File: config.mk
export PLATFORM = sky130hd
export DESIGN_NAME = bnn_seq_cxu
export DESIGN_NICKNAME = d
export VERILOG_FILES = /design/src/rtl/bnn_seq_cxu.sv
export SDC_FILE = /design/constraint.sdc
export NUM_CORES = 1
export LEC_CHECK = 0
export CAP_MARGIN = 20
export CELL_PAD_IN_SITES_DETAIL_PLACEMENT = 2
export CELL_PAD_IN_SITES_GLOBAL_PLACEMENT = 2
export CORE_ASPECT_RATIO = 2
export CORE_MARGIN = 2
export CORE_UTILIZATION = 39
export DETAILED_ROUTE_END_ITERATION = 6
export GPL_ROUTABILITY_DRIVEN = 0
export PLACE_DENSITY_LB_ADDON = 0.1
export SKIP_CTS_REPAIR_TIMING = 1
export SYNTH_ARGS = -nofsm -noshare
export SYNTH_HDL_FRONTEND = slang
export SYNTH_SLANG_ARGS = --single-unit
File: constraint.sdc
create_clock -name clk -period 7.9 [get_ports clk]
set_input_delay 1.185 -clock clk [delete_from_list [all_inputs] [get_ports clk]]
set_output_delay 1.185 -clock clk [all_outputs]
set_load 0.05 [all_outputs]
File: src/rtl/bnn_seq_cxu.sv
// Sequential binary-neural-net CXU: popcount(a XNOR b) over CHUNK_W bits per cycle,
// with one wrapping accumulator per state context so partial sums build across requests.
module bnn_seq_cxu #(
  parameter int CXU_N_CXUS     = 1,
  parameter int CXU_CXU_ID_W   = 1,
  parameter int CXU_FUNC_ID_W  = 3,
  parameter int CXU_N_STATES   = 4,
  parameter int CXU_STATE_ID_W = 2,
  parameter int CXU_DATA_W     = 32,
  parameter int CHUNK_W        = 8,
  parameter int CXU_STATUS_W   = 1
) (
  input  logic                      clk,
  input  logic                      rst,
  input  logic                      clk_en,
  input  logic                      req_valid,
  output logic                      req_ready,
  input  logic [CXU_CXU_ID_W-1:0]   req_cxu,
  input  logic [CXU_STATE_ID_W-1:0] req_state,
  input  logic [CXU_FUNC_ID_W-1:0]  req_func,
  input  logic [CXU_DATA_W-1:0]     req_data0,
  input  logic [CXU_DATA_W-1:0]     req_data1,
  output logic                      resp_valid,
  input  logic                      resp_ready,
  output logic [CXU_STATUS_W-1:0]   resp_status,
  output logic [CXU_DATA_W-1:0]     resp_data
);

  localparam logic [CXU_STATUS_W-1:0] CXU_STATUS_SUCCESS = '0;
  localparam logic [CXU_STATUS_W-1:0] CXU_STATUS_ERROR   = CXU_STATUS_W'(1);

  localparam int N_CHUNKS = CXU_DATA_W / CHUNK_W;
  localparam int POP_W    = $clog2(CXU_DATA_W) + 1;
  localparam int CNT_W    = (N_CHUNKS > 1) ? $clog2(N_CHUNKS) : 1;
  localparam logic [CNT_W-1:0] LAST_CHUNK = CNT_W'(N_CHUNKS - 1);

  localparam logic [CXU_FUNC_ID_W-1:0] FUNC_BNN        = CXU_FUNC_ID_W'(0);
  localparam logic [CXU_FUNC_ID_W-1:0] FUNC_BNN_ACC    = CXU_FUNC_ID_W'(1);
  localparam logic [CXU_FUNC_ID_W-1:0] FUNC_ACC_RD_CLR = CXU_FUNC_ID_W'(2);

  typedef enum logic [1:0] {IDLE, BUSY, RESP} state_t;

  state_t state, state_next;

  logic [CXU_DATA_W-1:0]     acc [CXU_N_STATES];
  logic [CXU_DATA_W-1:0]     xnor_q;
  logic [CXU_FUNC_ID_W-1:0]  func_q;
  logic [CXU_STATE_ID_W-1:0] sel_q;
  logic [CNT_W-1:0]          cnt;
  logic [POP_W-1:0]          partial;
  logic [POP_W-1:0]          chunk_sum;
  logic [CXU_DATA_W-1:0]     acc_sum;
  logic                      is_dot;
  logic                      cxu_unused;

  // Only one CXU sits on this mux, so the id is deliberately ignored.
  assign cxu_unused = (CXU_N_CXUS > 0) & (^req_cxu);

  function automatic logic [POP_W-1:0] popcount(input logic [CHUNK_W-1:0] v);
    logic [POP_W-1:0] n;
    n = '0;
    for (int i = 0; i < CHUNK_W; i++) n = n + POP_W'(v[i]);
    return n;
  endfunction

  assign is_dot    = (req_func == FUNC_BNN) || (req_func == FUNC_BNN_ACC);
  assign chunk_sum = partial + popcount(xnor_q[int'(cnt) * CHUNK_W +: CHUNK_W]);
  assign acc_sum   = acc[sel_q] + CXU_DATA_W'(chunk_sum);

  always_ff @(posedge clk) begin
    if (rst) state <= IDLE;
    else if (clk_en) state <= state_next;
  end

  always_comb begin
    state_next = state;
    case (state)
      IDLE:    if (req_valid) state_next = is_dot ? BUSY : RESP;
      BUSY:    if (cnt == LAST_CHUNK) state_next = RESP;
      RESP:    if (resp_ready) state_next = IDLE;
      default: state_next = IDLE;
    endcase
  end

  always_comb begin
    req_ready  = (state == IDLE);
    resp_valid = (state == RESP);
  end

  // The accumulator is folded at BUSY exit, so a stalled response can never re-apply it.
  always_ff @(posedge clk) begin
    if (rst) begin
      for (int i = 0; i < CXU_N_STATES; i++) acc[i] <= '0;
      xnor_q      <= '0;
      func_q      <= '0;
      sel_q       <= '0;
      cnt         <= '0;
      partial     <= '0;
      resp_data   <= '0;
      resp_status <= CXU_STATUS_SUCCESS;
    end else if (clk_en) begin
      case (state)
        IDLE: begin
          if (req_valid) begin
            xnor_q      <= ~(req_data0 ^ req_data1);
            func_q      <= req_func;
            sel_q       <= req_state;
            cnt         <= '0;
            partial     <= '0;
            resp_status <= CXU_STATUS_SUCCESS;
            if (req_func == FUNC_ACC_RD_CLR) begin
              resp_data      <= acc[req_state];
              acc[req_state] <= '0;
            end else if (!is_dot) begin
              resp_data   <= '0;
              resp_status <= CXU_STATUS_ERROR;
            end
          end
        end
        BUSY: begin
          partial <= chunk_sum;
          cnt     <= cnt + CNT_W'(1);
          if (cnt == LAST_CHUNK) begin
            if (func_q == FUNC_BNN_ACC) begin
              acc[sel_q] <= acc_sum;
              resp_data  <= acc_sum;
            end else begin
              resp_data <= CXU_DATA_W'(chunk_sum);
            end
          end
        end
        default: ;
      endcase
    end
  end

endmodule

=== Yosys cells after proc, flatten, opt, wreduce, memory -nomap -nowiden ===
Memories as Yosys holds them, arrays and structs flattened. A register that Yosys moved wholly into a read port is not among the register bits.
Index checks and enable logic that the tools add are counted.

* Bitwise gates (word level): 2
* Shift operators: 1
* Equality and inequality tests: 10
* Reduce and logical (&&, ||, !) cells: 10
* Add/sub/neg operators: 10
* Multiplexer cells: 39

{| class="wikitable"
|+ Operators by type and width
! operator !! number
|-
| $mux 32 || 7
|-
| $pmux 32 s2 || 1
|-
| $reduce_or 32->1 || 2
|-
| $add 32x6->32 || 1
|-
| $not 32->32 || 1
|-
| $shiftx 32x6->8 || 1
|-
| $xor 32x32->32 || 1
|-
| $mux 1 || 18
|-
| $mux 2 || 9
|-
| $add 6x1->6 || 2
|-
| $pmux 6 s2 || 1
|-
| $add 5x1->6 || 1
|-
| $add 6x6->6 || 1
|-
| $eq 3x1->1 const B || 2
|-
| $mux 6 || 1
|-
| $pmux 2 s3 || 1
|-
| $reduce_and 3->1 || 2
|-
| $add 4x1->5 || 1
|-
| $reduce_and 5->1 || 1
|-
| $add 3x1->4 || 1
|-
| $eq 2x2->1 const B || 2
|-
| $ne 2x2->1 const B || 2
|-
| $pmux 2 s2 || 1
|-
| $reduce_and 4->1 || 1
|-
| 11 further kinds || 11
|}

* Word-level logic and storage cells: 81
* Memories: 1
* RAM bits: 128
* Output and inout bits: 35
* Input bits: 75
* Flip-flop bits (word level): 80

{| class="wikitable"
|+ Memory list
! memory !! words !! width !! rd ports !! clocked after memory_dff !! wr ports !! line !! RTL
|-
| acc || 4 || 32 || 2 || 1 || 4 || 45 || <nowiki>logic [CXU_DATA_W-1:0] acc [CXU_N_STATES];</nowiki>
|}

=== Depth between registers and ports, before layout ===
Gate-level depths: netlist of run 1.

* Depth in word-level cells: 13
* Gate-level depth with buffers: 23
* Gate-level depth less buffers: 21

=== Worst setup path after synthesis of run 1 ===
No wires, ideal clock.

* Kind: register -> register
* Start: register cnt[0]
* End: memory acc[0][29] (data pin)
* Stages on the path, launching flop included: 21
* Path buffers: 2
* Data arrival time: 5.581 ns
* Data required time: 7.634 ns
* Slack: 2.053 ns
* Setup time: 0.266 ns
* Clock period less this slack: 5.847 ns
* Path through: dfxtp_1 -> clkbuf_1 -> mux4_2 -> inv_1 -> fa_1 -> inv_1 -> fa_1 -> inv_1 -> fa_1 -> fa_1 -> inv_1 -> fa_1 -> ha_1 -> a211oi_1 -> o21bai_1 -> a21oi_1 -> o21ai_0 -> buf_2 -> nand4b_1 -> xor2_1 -> nor2_1

{| class="wikitable"
|+ RTL lines
! element !! line !! RTL
|-
| start: declaration || 49 || <nowiki>logic [CNT_W-1:0] cnt;</nowiki>
|-
| start signal: assignment || 122 || <nowiki>cnt <= cnt + CNT_W'(1);</nowiki>
|-
| end: declaration || 45 ||
|}

==> results_dict.tcl, run 1 <==
set metrics [dict create \
    cts_buffers 22 \
    end_kind "flop" \
    clkSinkCount 210 \
    path_class "reg -> reg" \
    cp_data_arrival_time_ns 6.62 \
    status "finished clean" \
    totalWireLength_microns 36400 \
    hold_violations 0 \
    cp_common_cell "fa_1" \
    grtUsageTotal 0.237 \
    dp_hpwl_microns 23600 \
    cts_tree "built" \
    grt_pass1_wl_microns 56300 \
    syn_to_final_growth_pct 18.1 \
    synthCells 1002 \
    drc 0 \
    fin_crit_sh 0.806 \
    gr-total-overflow 0 \
    port_buffers 108 \
    core_area_sq_mm 0.0286 \
    synth_top_area_cell "edfxtp_1" \
    setup_viol 0 \
    clkTransAtPathRegs_ns 0.06 \
    rsz0062_at_grt "false" \
    drv_cap 0 \
    cp-start-kind "flop" \
    ys_types 72 \
    dp_cells 1421 \
    initial_utilization 0.394 \
    diodes 0 \
    synth-main-ff-cell "edfxtp_1" \
    synth-seq-cells 210 \
    crit_required_ns 8.16 \
    min_period_ns 6.36 \
    top_level_ports 110 \
    die_h_microns 245 \
    ys_warn_count 0 \
    first_pass_iters 5 \
    crit_path_top_delay_cell "dfxtp_1" \
    placed_cell_area_sq_mm 0.0127 \
    drt_iter0_markers 511 \
    die_area_sq_mm 0.0304 \
    fin_ws_ns 1.54 \
    synth_area_sq_mm 0.0113 \
    syn_area_per_cell_sq_um 11.3 \
    clock_latency_ns 0.53 \
    layout-drive-gt1-share 0.133 \
    fin_util 0.466 \
    hold_class "reg -> reg" \
    yosys-top-cells-area "edfxtp_1 (34%), dfxtp_1 (15%), mux4_2 (12%), nor2_1 (5.7%), nand2_1 (3.4%)" \
    nets 1178 \
    htree_levels 1 \
    max_slew_margin 0.239 \
    antenna_found_initial 0 \
    syn-num-nets 1095 \
    postRouteAntennaNets 0 \
    synth_edf_count 128 \
    pre_cts_ws_ns 1.54 \
    num_vias 8577 \
    post_drt_via_cell_ratio 5.87 \
    fin_tns_setup_ns 0 \
    cp_max_fo 10 \
    seq_area_frac_synth 0.486 \
    ir_drop_mv 0.144 \
    drv_slew 0 \
    fin_area_sq_mm 0.0133 \
    rows 88 \
    finalNonFillerCells 1461 \
    clk_path_buf_depth 3 \
    power_per_cell_area_mw_per_mm2 197 \
    fmax_mhz 157 \
    async_reset_ff_frac 0 \
    path_cells "mux4_2 > inv_1 > fa_1 > inv_1 > fa_1 > inv_1 > fa_1 > fa_1 > inv_1 > fa_1 > a21o_1 > a21oi_1 > xnor2_1 > ha_1 > o21ai_0 > o21bai_1 > nor2_2 > nor4_1 > o2111ai_1 > xor2_1 > nor2_1" \
    p_leak_uw 0.00466 \
    synth_top_area_frac 0.341 \
    worst_pin_slew_ns 1.14 \
    grt_pass1_vias 9774 \
    wl_per_cell_microns 24.9 \
    ctsRootBufferMaster "clkbuf_16" \
    grt_max_degree 73 \
    fp.dieW_microns 124 \
    fin_worst_skew_ns 0.0214 \
    cpPeakStageDelay_ns 0.63 \
]
-- synth_stat cells, types with 19 or more instances --
| library cell | instances |
|---|---|
| xor2_1 | 22 |
| dfxtp_1 | 82 |
| xnor2_1 | 40 |
| o21ai_0 | 23 |
| edfxtp_1 | 128 |
| a21oi_1 | 73 |
| clkbuf_1 | 54 |
| inv_1 | 25 |
| nand2_1 | 102 |
| nor2_1 | 172 |
| nand3_1 | 19 |
| mux4_2 | 59 |
-- kinds of logic after synthesis --
group,count (synthesis),synth area share
AND/OR/NAND/NOR,374,0.152
XOR/XNOR,63,0.0505
buffers and inverters,96,0.0384
adder cells (fa/ha/maj),18,0.0239
multiplexers,80,0.156
flip-flops,210,0.486
AO/OA/AOI/OAI,161,0.0939
-- cell type report --
type / count / area, sq um
fillers: 2937 / 15300
flip-flops and latches: 210 / 5490
multi-input cells: 696 / 5400
repair buffers: 130 / 1240
clock buffers: 31 / 604
well taps: 360 / 450
inverters: 25 / 93.8
clock inverters: 9 / 62.6
-- layout by cell type (no fill, tap or decap), types with 11 or more instances in the layout --
cell and n:
a21oi_1 73, buf_4 23, clkbuf_16 22, clkdlybuf4s50_1 106
dfxtp_1 80, edfxtp_1 128, ha_1 12, inv_1 25
mux4_1 13, mux4_2 59, nand2_1 101, nand3_1 19
nor2_1 171, nor3_1 18, o21ai_0 21, o32ai_1 11
xnor2_1 40, xor2_1 22
-- state kept, by name (all words and copies together) (netlist names), named ones only --
signal and cells:
acc 128, resp_data 32, xnor_q 32, partial 6
func_q 3, cnt 2, sel_q 2, state 2
resp_status 1
-- worst paths after layout --
| path | cells past startpoint | end | slack, ns | startpoint |
|---|---|---|---|---|
| setup / recovery | 21 | acc[0][26] | 1.54 | cnt[1] |
| hold / removal | 2 | func_q[1] | 0.46 | func_q[1] |
| setup reg to reg | 21 | acc[0][26] | 1.54 | cnt[1] |
| hold reg to reg | 2 | func_q[1] | 0.46 | func_q[1] |
-- routing by layer --
metal	up-vias	track usage	wire (microns)
met4	0	0.0668	786
met2	218	0.439	19600
li1	3830	-	-
met3	56	0.0208	1270
met5	-	0	0
met1	4473	0.293	14700
-- worst max-delay path: cells and delay by family, from the launching register on --
family | cells | cell delay, ns
and+or+nand+nor | 3 | 0.84
DFF | 1 | 0.63
muxes | 1 | 0.30
xor gates and xnor gates | 2 | 0.56
buffers and inverters | 4 | 0.22
AOI/OAI and AO/OA | 5 | 0.95
adders and majority gates | 6 | 2.59
-- through the flow --
stage	power [uW]	hold WS (ns)
final	2630	0.456
after global routing	2730	0.477
after global placement	1660	0.437
after detailed placement	1670	0.450
after CTS	2660	0.459
after floorplan	1520	0.429
-- report_power, final --
group	switching (uW)	leakage, uW	total, uW	internal (uW)
Sequential	32.1	0.00199	1240	1210
Clock	445	0.000320	983	538
Combinational	243	0.00235	409	166
(Power assumes the default switching activity.)
==> run 2: changes to the inputs <==
- clock period: 7.9 -> 6.61 ns (I/O delays scaled with it)
==> run 2 against run 1 <==
Net effect:
- non-clock buffer count is 4 higher
- sequential share of layout area is 0.26 points lower
- power is 24% higher
- count of clock-buffer cells in the layout is 1 lower
- clock skew is 0.0077 ns higher
- critical path depth stayed put
- via count is 0.62% higher
==> results_dict.tcl, run 2 (synthesis gave the netlist of run 1 again) <==
set metrics [dict create \
    status "finished clean" \
    setup_viol 0 \
    first_pass_iters 5 \
    ctsRootBufferMaster "clkbuf_16" \
    die_area_sq_mm 0.0304 \
    fmax_mhz 166 \
    rows 88 \
    core_area_sq_mm 0.0286 \
    crit_required_ns 6.88 \
    largest_reg_flops 128 \
    path_class "reg -> reg" \
    ir_drop_mv 0.171 \
    cp-start-kind "flop" \
    power_per_cell_area_mw_per_mm2 244 \
    min_period_ns 6.02 \
    initial_utilization 0.394 \
    wl_per_cell_microns 25.0 \
    clkTransAtPathRegs_ns 0.07 \
    drv_cap 0 \
    drt_iter0_markers 566 \
    layout-drive-gt1-share 0.134 \
    p_leak_uw 0.00471 \
    grtUsageTotal 0.242 \
    post_drt_via_cell_ratio 5.90 \
    cpPeakStageDelay_ns 0.56 \
    drv_slew 0 \
    fin_tns_setup_ns 0 \
    max_slew_margin 0.249 \
    cp_max_fo 7 \
    antenna_found_initial 0 \
    grt_pass1_vias 9776 \
    fp.dieW_microns 124 \
    finalNonFillerCells 1463 \
    die_h_microns 245 \
    final_common_cell "nor2_1" \
    diodes 0 \
    crit_path_top_delay_cell "fa_1" \
    top_regs "acc (128), resp_data (32), xnor_q (32)" \
    fin_worst_skew_ns 0.0291 \
    cp_data_arrival_time_ns 6.30 \
    dp_cells 1425 \
    totalWireLength_microns 36600 \
    pre_cts_ws_ns 0.608 \
    grt_pass1_wl_microns 57300 \
    fin_crit_sh 0.911 \
    htree_levels 1 \
    nets 1182 \
    path_cells "mux4_2 > inv_1 > fa_1 > inv_1 > fa_1 > inv_1 > fa_1 > fa_1 > inv_1 > fa_1 > a21o_1 > a21oi_1 > xnor2_1 > ha_1 > o21ai_0 > o21bai_1 > nor2_2 > o31ai_4 > nand3_1 > xor2_1 > nor2_1" \
    cts_buffers 22 \
    clock_latency_ns 0.55 \
    cp_common_cell "fa_1" \
    num_vias 8630 \
    fin_ws_ns 0.588 \
    grt_max_degree 58 \
    top_register "acc" \
    worst_pin_slew_ns 1.12 \
    end_kind "flop" \
    drc 0 \
    hold_violations 0 \
    cts_tree "built" \
    gr-total-overflow 0 \
    rsz0062_at_grt "false" \
    postRouteAntennaNets 0 \
    port_buffers 108 \
    final_cell_mix "nor2_1 (171), edfxtp_1 (128), clkdlybuf4s50_1 (106)" \
    top_level_ports 110 \
    hold_class "reg -> reg" \
    dp_hpwl_microns 23400 \
    syn_to_final_growth_pct 18.9 \
    clkSinkCount 210 \
    clk_path_buf_depth 3 \
]
## run 2: changes by cell type in the layout (fill, tap and decap cells not counted)
cell,delta
clkbuf_1,-1
clkinv_4,-1
clkinv_1,+1
clkinvlp_4,-2
clkinv_2,-2
buf_4,+4
bufinv_16,+3
## run 2: power by group
group | internal (uW) | switching, uW | total [uW] | leakage, uW
sequential | 1440 | 38.3 | 1480 | 0.00199
clock | 753 | 545 | 1300 | 0.000350
combinational | 198 | 290 | 488 | 0.00237
total | 2400 | 874 | 3270 | 0.00471
## run 2: path summary, 6_finish.rpt
kind / start / endpoint / slack [ns] / depth (start not counted)
setup / recovery: cnt[0] / acc[1][14] / 0.59 / 21
setup reg to reg: cnt[0] / acc[1][14] / 0.59 / 21
hold / removal: xnor_q[14] / xnor_q[14] / 0.45 / 2
hold reg to reg: xnor_q[14] / xnor_q[14] / 0.45 / 2
## run 2: cell type report
type	count	area [sq um]
tap	360	450
fill	2931	15200
multi-input combinational	696	5400
inverter	25	93.8
clock buffer	30	601
timing repair buffer	134	1270
clock inverter	8	123
sequential	210	5490
## run 2: routing by layer
metal	global-route usage	part of all wire	wire length, microns
met5	0	0	0
met1	0.299	0.41	14900
met2	0.447	0.54	19600
met4	0.0694	0.023	831
met3	0.0214	0.035	1260
## run 2: worst max-delay path, delay by kind of cell (launching register included)
family                     cells  cell delay (ns)
muxes                          1             0.33
AOI/OAI and AO/OA              5             1.20
xor gates and xnor gates       2             0.60
adders and majority gates      6             2.59
DFF                            1             0.35
and+or+nand+nor                3             0.45
buffers and inverters          4             0.25
## run 2: through the flow
step	instance area, sq um	power (uW)	hold WS, ns	util
6_report	13400	3270	0.455	0.469
5_1_grt	13400	3390	0.482	0.469
4_1_cts	13400	3310	0.459	0.469
3_5_place_dp	12700	2000	0.449	0.444
3_3_place_gp	12700	1980	0.437	0.444
2_1_floorplan	11300	1810	0.429	-
